===== config.mk =====
export PLATFORM = sky130hd
export DESIGN_NAME = pmod_keypad_scanner_flat
export DESIGN_NICKNAME = d
export VERILOG_FILES = /design/src/rtl/keypad_pkg.sv /design/src/rtl/pmod_keypad_scanner_if.sv /design/src/rtl/keypad_debounce.sv /design/src/rtl/pmod_keypad_scanner.sv /design/src/flat_wrapper.sv
export SDC_FILE = /design/constraint.sdc
export NUM_CORES = 1
export LEC_CHECK = 0
export ABC_AREA = 1
export CAP_MARGIN = 5
export CORE_ASPECT_RATIO = 2
export CORE_UTILIZATION = 45
export DETAILED_ROUTE_END_ITERATION = 7
export HOLD_SLACK_MARGIN = 0.06
export PLACE_DENSITY = 0.61
export SKIP_LAST_GASP = 1
export SYNTH_ARGS = -nofsm -noshare
export SYNTH_HDL_FRONTEND = slang
export SYNTH_HIERARCHICAL = 1
export SYNTH_SLANG_ARGS = --single-unit

===== constraint.sdc =====
create_clock -name clk -period 7.7 [get_ports clk]
set_input_delay 1.54 -clock clk [delete_from_list [all_inputs] [get_ports clk]]
set_output_delay 1.54 -clock clk [all_outputs]
set_load 0.01 [all_outputs]

===== src/rtl/keypad_pkg.sv =====
// Shared types for the keypad scanner: scan-state enum, event record and a width helper.
package keypad_pkg;

    typedef enum logic {
        DRIVE  = 1'b0,
        SAMPLE = 1'b1
    } scan_state_e;

    // Widest key index supported: 8 rows x 8 columns.
    localparam int MAX_KW = 6;

    typedef struct packed {
        logic [MAX_KW-1:0] code;
        logic              is_release;
    } key_event_t;

    function automatic int clog2_min1(input int n);
        return (n <= 2) ? 1 : $clog2(n);
    endfunction

endpackage


===== src/rtl/pmod_keypad_scanner_if.sv =====
// Key-event handshake between the scanner (master) and its consumer (slave).
interface pmod_keypad_scanner_if #(
    parameter int KW = 4
);
    logic          key_valid;
    logic          key_ready;
    logic [KW-1:0] key_code;
    logic          key_release;
    logic          overflow;

    modport master (
        output key_valid, key_code, key_release, overflow,
        input  key_ready
    );

    modport slave (
        input  key_valid, key_code, key_release, overflow,
        output key_ready
    );
endinterface


===== src/rtl/keypad_debounce.sv =====
// Per-key debounce: counts consecutive samples that disagree with the debounced state.
module keypad_debounce
    import keypad_pkg::*;
#(
    parameter int DEBOUNCE_SCANS = 3
) (
    input  logic clk,
    input  logic rst,
    input  logic sample_en,
    input  logic row_in,
    input  logic grant,
    output logic state,
    output logic toggle_req
);
    localparam int CW = clog2_min1(DEBOUNCE_SCANS + 1);

    logic [CW-1:0] cnt_q, cnt_d, cnt_inc;
    logic          state_q, state_d;

    assign cnt_inc    = cnt_q + CW'(1);
    assign toggle_req = sample_en && (row_in != state_q) && (cnt_inc == CW'(DEBOUNCE_SCANS));

    always_comb begin
        // NOTE: every variable gets a default first, so no path can infer a latch.
        cnt_d   = cnt_q;
        state_d = state_q;
        if (sample_en) begin
            if (row_in == state_q) begin
                cnt_d = '0;
            end else if (toggle_req) begin
                // A withheld toggle leaves both state and counter as they were.
                if (grant) begin
                    state_d = ~state_q;
                    cnt_d   = '0;
                end
            end else begin
                cnt_d = cnt_inc;
            end
        end
    end

    always_ff @(posedge clk) begin
        if (rst) begin
            cnt_q   <= '0;
            state_q <= 1'b0;
        end else begin
            cnt_q   <= cnt_d;
            state_q <= state_d;
        end
    end

    assign state = state_q;

endmodule


===== src/rtl/pmod_keypad_scanner.sv =====
// Column-scanning keypad controller with debounce and a one-deep event register.
// Define KEYPAD_RELEASE_EVT_EN to report key releases as well as presses.
module pmod_keypad_scanner
    import keypad_pkg::*;
#(
    parameter int ROWS           = 4,
    parameter int COLS           = 4,
    parameter int SETTLE_CYCLES  = 1000,
    parameter int DEBOUNCE_SCANS = 3
) (
    input  logic                   clk,
    input  logic                   rst,
    input  logic [ROWS-1:0]        row,
    output logic [COLS-1:0]        col,
    pmod_keypad_scanner_if.master  kif
);
    localparam int NKEYS = ROWS * COLS;
    localparam int KW    = clog2_min1(NKEYS);
    localparam int DW    = clog2_min1(SETTLE_CYCLES);
    localparam int CIW   = clog2_min1(COLS);

    scan_state_e     state_q;
    logic [DW-1:0]   dwell_q;
    logic [CIW-1:0]  col_idx_q, col_idx_nxt;
    logic [COLS-1:0] col_q;
    logic            sampling;

    assign col_idx_nxt = (col_idx_q == CIW'(COLS - 1)) ? '0 : col_idx_q + CIW'(1);
    assign sampling    = (state_q == SAMPLE);

    always_ff @(posedge clk) begin
        // NOTE: flops use non-blocking assignment so every register sees pre-edge values.
        if (rst) begin
            state_q   <= DRIVE;
            dwell_q   <= '0;
            col_idx_q <= '0;
            col_q     <= ~COLS'(1);
        end else begin
            case (state_q)
                DRIVE: begin
                    if (dwell_q == DW'(SETTLE_CYCLES - 1)) begin
                        state_q <= SAMPLE;
                        dwell_q <= '0;
                    end else begin
                        dwell_q <= dwell_q + DW'(1);
                    end
                end
                SAMPLE: begin
                    state_q   <= DRIVE;
                    col_idx_q <= col_idx_nxt;
                    col_q     <= ~(COLS'(1) << col_idx_nxt);
                end
                default: state_q <= DRIVE;
            endcase
        end
    end

    assign col = col_q;

    logic [NKEYS-1:0] key_state, key_tog, evt_req, grant;

    for (genvar r = 0; r < ROWS; r++) begin : g_row
        for (genvar c = 0; c < COLS; c++) begin : g_col
            keypad_debounce #(
                .DEBOUNCE_SCANS(DEBOUNCE_SCANS)
            ) u_db (
                .clk        (clk),
                .rst        (rst),
                .sample_en  (sampling && (col_idx_q == CIW'(c))),
                .row_in     (row[r]),
                .grant      (grant[r*COLS + c]),
                .state      (key_state[r*COLS + c]),
                .toggle_req (key_tog[r*COLS + c])
            );
        end
    end

`ifdef KEYPAD_RELEASE_EVT_EN
    assign evt_req = key_tog;
`else
    // Releases toggle silently and never compete for the event slot.
    assign evt_req = key_tog & ~key_state;
`endif

    key_event_t win;
    logic       found;

    // Only one column is sampled at a time, so lowest flat index is lowest row.
    always_comb begin
        found = 1'b0;
        win   = '0;
        grant = '1;
        for (int k = 0; k < NKEYS; k++) begin
            if (evt_req[k]) begin
                if (!found) begin
                    found          = 1'b1;
                    win.code       = MAX_KW'(k);
                    win.is_release = key_state[k];
                end else begin
                    grant[k] = 1'b0;
                end
            end
        end
    end

    key_event_t evt_q, evt_d;
    logic       valid_q, valid_d;
    logic       ovf_q, ovf_d;

    always_comb begin
        evt_d   = evt_q;
        valid_d = valid_q;
        ovf_d   = ovf_q;
        if (valid_q && kif.key_ready) begin
            valid_d = 1'b0;
        end
        if (found) begin
            if (!valid_q || kif.key_ready) begin
                valid_d = 1'b1;
                evt_d   = win;
            end else begin
                ovf_d = 1'b1;
            end
        end
    end

    always_ff @(posedge clk) begin
        if (rst) begin
            evt_q   <= '0;
            valid_q <= 1'b0;
            ovf_q   <= 1'b0;
        end else begin
            evt_q   <= evt_d;
            valid_q <= valid_d;
            ovf_q   <= ovf_d;
        end
    end

    assign kif.key_valid   = valid_q;
    assign kif.key_code    = KW'(evt_q.code);
    assign kif.key_release = evt_q.is_release;
    assign kif.overflow    = ovf_q;

endmodule


===== src/flat_wrapper.sv =====
// flat-port wrapper written by rule: the top's interface ports become plain ports
module pmod_keypad_scanner_flat import keypad_pkg::*;
#(
    parameter int ROWS           = 4,
    parameter int COLS           = 4,
    parameter int SETTLE_CYCLES  = 1000,
    parameter int DEBOUNCE_SCANS = 3
)
  (clk, rst, row, col, kif_key_valid, kif_key_code, kif_key_release, kif_overflow, kif_key_ready);
  pmod_keypad_scanner_if #(.KW(4)) kif_i ();
  input  logic clk;
  input  logic rst;
  input  logic [ROWS-1:0] row;
  output logic [COLS-1:0] col;
  output wire logic [$bits(kif_i.key_valid)-1:0] kif_key_valid;
  output wire logic [$bits(kif_i.key_code)-1:0] kif_key_code;
  output wire logic [$bits(kif_i.key_release)-1:0] kif_key_release;
  output wire logic [$bits(kif_i.overflow)-1:0] kif_overflow;
  input wire logic [$bits(kif_i.key_ready)-1:0] kif_key_ready;
  assign kif_key_valid = kif_i.key_valid;
  assign kif_key_code = kif_i.key_code;
  assign kif_key_release = kif_i.key_release;
  assign kif_overflow = kif_i.overflow;
  assign kif_i.key_ready = kif_key_ready;
  pmod_keypad_scanner #(.ROWS(ROWS), .COLS(COLS), .SETTLE_CYCLES(SETTLE_CYCLES), .DEBOUNCE_SCANS(DEBOUNCE_SCANS)) u_core (.clk(clk), .rst(rst), .row(row), .col(col), .kif(kif_i));
endmodule

==> flow_summary_export.csv <==
group,metric,value,unit
outcome,status,"finished clean",
sta,max_clock_freq,0.2660,GHz
cts,ctsResizeCount,0,
cts,numCtsBuffers,9,
global_routing,grt_pass1_vias,4519,
detailed_routing,drt_iter0_drc,154,
layout,n_fill_cell,1045,
die,die_h,147.5,um
layout,multi_input_area,2713,sq um
critical_path,cp.arrival,3.99,ns
synth,synth.area.top_cells,"dfxtp_1 (30%), nand2_1 (13%), inv_1 (11%)",
detailed_routing,drt-wirelength-per-cell,11.67,um
synth,synthTopCellsByCount,"nand2_1 (167), inv_1 (135), a21oi_1 (74)",
critical_path,cp-end-kind,"flop",
die,die-area,11030,sq um
critical_path,critPathSlowestCell,"clkdlybuf4s50_1",
layout,diodes,0,
synth,syn_area_per_cell,6.413,sq um
cts,cts.sinks,72,
pwr,powerDensity,152.2,nW/um^2
detailed_routing,dr.pass1.iters,4,
global_routing,antenna_found_initial,0,
critical_path,critical_path_class,"input pin to flop",
sta,min_period,3.759,ns
layout,fin_util,0.5285,
placed_design,dpl.hpwl,8297,um
pwr,ir_drop,115.1,uV
cts,clockRootBuffer,"clkbuf_16",
sta,fin_tns_setup,0,ns
layout,fin_nets,800,
synth,synthDistinctLibCells,34,
placed_design,port-buffer-count,17,
sta,setup_violations,0,
sta,worst_slack,3.941,ns
synth,syn_inst,743,
critical_path,cp.required,7.93,ns
detailed_routing,ant_nets,0,
die,ioPinCount,18,
critical_path,slowest_delay,0.79,ns
layout,drive_gt1_frac,0.1213,
detailed_routing,wirelength,10620,um
sta,worstMarginPinSlew,0.7514,ns
cts,cts_hold_buffers,0,
die,core,10210,sq um
cts,htree_levels,3,
cts,postCtsSetupBuffers,0,
sta,slew_viol_final,0,
sta,slew_headroom,0.4985,
placed_design,place_area,5111,sq um
synth,synth_seq_cells,72,
sta,rsz0062_at_grt,"false",
job,drv_cap,0,
cts,clk_latency,0.33,ns
global_routing,grt-ovfl-total,0,
critical_path,critical_path.startpoint_type,"input pin",
detailed_routing,vias_per_cell,5.121,
critical_path,path_cells,"clkdlybuf4s50_1 -> inv_1 -> nand2_1 -> a21oi_1 -> nand2_2 -> nand2_4 -> nor2_8 -> nand2_1 -> nor2_2 -> inv_1 -> o21ai_0 -> inv_1 -> nand3_2 -> nand3_1 -> nand2_1 -> nor2_1",
sta,finalHoldViolCount,0,
global_routing,grtUsageTotal,0.2094,
critical_path,crit_buf_inv,4,
cts,cts_tree,"done",
synth,synth_most_common_cell,"nand2_1",
detailed_routing,drcViolationCount,0,
synth,ys.flop_type,"dfxtp_1",
pwr,leakage,2.631,nW
placed_design,routabilityCongestion,0.7924,
synth,synthArstFlopShare,0,
synth,synth_top_area_share,0.3025,
critical_path,critPathMaxFanout,16,
sta,skew,0.004939,ns
hold_path,hold_path_class,"flop to flop",
global_routing,grt_max_degree,25,
die,die_w,74.76,um
synth,syn-cell-area,4765,sq um
global_routing,grt_pass1_wl,18000,um
layout,area_delta_synth_final,13.31,%
detailed_routing,dr_total_vias,4660,
synth,synth-edff-count,0,
sta,min_period_over_period,0.4881,
pwr,finalPower,0.8216,mW
synth,yosysTopAreaCell,"dfxtp_1",
synth,yosysSeqAreaShare,0.3025,
cts,cts.clk_slew.worst_paths,0.06,ns
die,rows,52,
placed_design,place_ws,3.588,ns
layout,register_area,1441,sq um
die,start_util,0.4664,
critical_path,cpLargestDelayFamily,"buffers and inverters",
cts,clockBufferDepth,2,
synth,synth-warning-count,6,
layout,finalInstanceArea,5399,sq um
-- metal layers --
layer  routed length, um  up-vias  track usage
met3                 266       14      0.03476
met4                 254        0      0.08679
li1                    -     2437            -
met1                4107     2162       0.1857
met2                5990       47       0.4270
met5                   0        -            0
-- final timing paths --
kind	start	end	slack, ns	cells past startpoint
min reg2reg	u_core/kif.key_release	u_core/kif.key_release	0.44	2
max	row[0]	u_core/g_row[2].g_col[3].u_db/cnt_q[0]	3.94	16
max reg2reg	u_core/sampling	u_core/g_row[2].g_col[2].u_db/cnt_q[0]	4.80	15
min	u_core/kif.key_release	u_core/kif.key_release	0.44	2
-- where the power goes --
| part | total (mW) | internal [mW] | switching (mW) |
|---|---|---|---|
| sequential | 0.375 | 0.374 | 0.00113 |
| combinational | 0.0403 | 0.0134 | 0.0269 |
| clock | 0.406 | 0.249 | 0.157 |
| total | 0.822 | 0.636 | 0.185 |
-- sequential cells by signal, summed over array words and instances, names as in the netlist --
register and flops:
u_core/kif.key_release 1, u_core/col 4, u_core/dwell_q 10, u_core/col_idx_q 2, u_core/g_row.g_col.u_db/state 16, u_core/kif.key_valid 1, u_core/kif.overflow 1, u_core/g_row.g_col.u_db/cnt_q 32
u_core/kif.key_code 4, u_core/sampling 1
-- metrics by stage --
| stage | std cells | hold slack, ns |
|---|---|---|
| 3_5_place_dp | 895 | 0.4344 |
| 5_1_grt | 910 | 0.4658 |
| 3_3_place_gp | 895 | 0.4377 |
| 2_1_floorplan | 744 | 0.4516 |
| 6_report | 910 | 0.4407 |
| 4_1_cts | 910 | 0.4437 |
-- layout make-up --
type / instances / share of cell area
Tap cell: 135 / 0.03129
Clock inverter: 5 / 0.01089
Timing Repair Buffer: 19 / 0.03430
Inverter: 160 / 0.1117
Clock buffer: 10 / 0.04241
Sequential cell: 72 / 0.2670
Multi-Input combinational cell: 509 / 0.5024
-- worst reg2reg max path: stages (launching register included) --
cell,delay [ns]
dfxtp_1,0.57
nand2_1,0.13
inv_1,0.57
nand2_2,0.20
a21oi_1,0.25
nand2_2,0.12
nand2_4,0.10
nor2_8,0.07
nand2_1,0.14
nor2_2,0.06
inv_1,0.09
nand2_1,0.11
inv_1,0.08
nand3_2,0.10
a21oi_1,0.14
nor2_1,0.06
-- cell usage in the layout (no fill, tap or decap), drive strengths merged, types with 10 or more instances in the layout --
| cell | n |
|---|---|
| a21oi | 75 |
| o21ai | 31 |
| inv | 158 |
| nand4 | 40 |
| clkbuf | 10 |
| dfxtp | 72 |
| ha | 22 |
| nand2 | 196 |
| nand3 | 63 |
| nor2 | 59 |
| clkdlybuf4s50 | 17 |
-- cell families after synthesis --
family / synth area share
adder cells (fa/ha/maj): 0.05777
XOR/XNOR: 0.005516
other: 0.0007871
AO/OA/AOI/OAI: 0.1198
buffers and inverters: 0.1289
AND/OR/NAND/NOR: 0.3847
flip-flops: 0.3025
No activity file was read; power rests on OpenSTA's default activity.
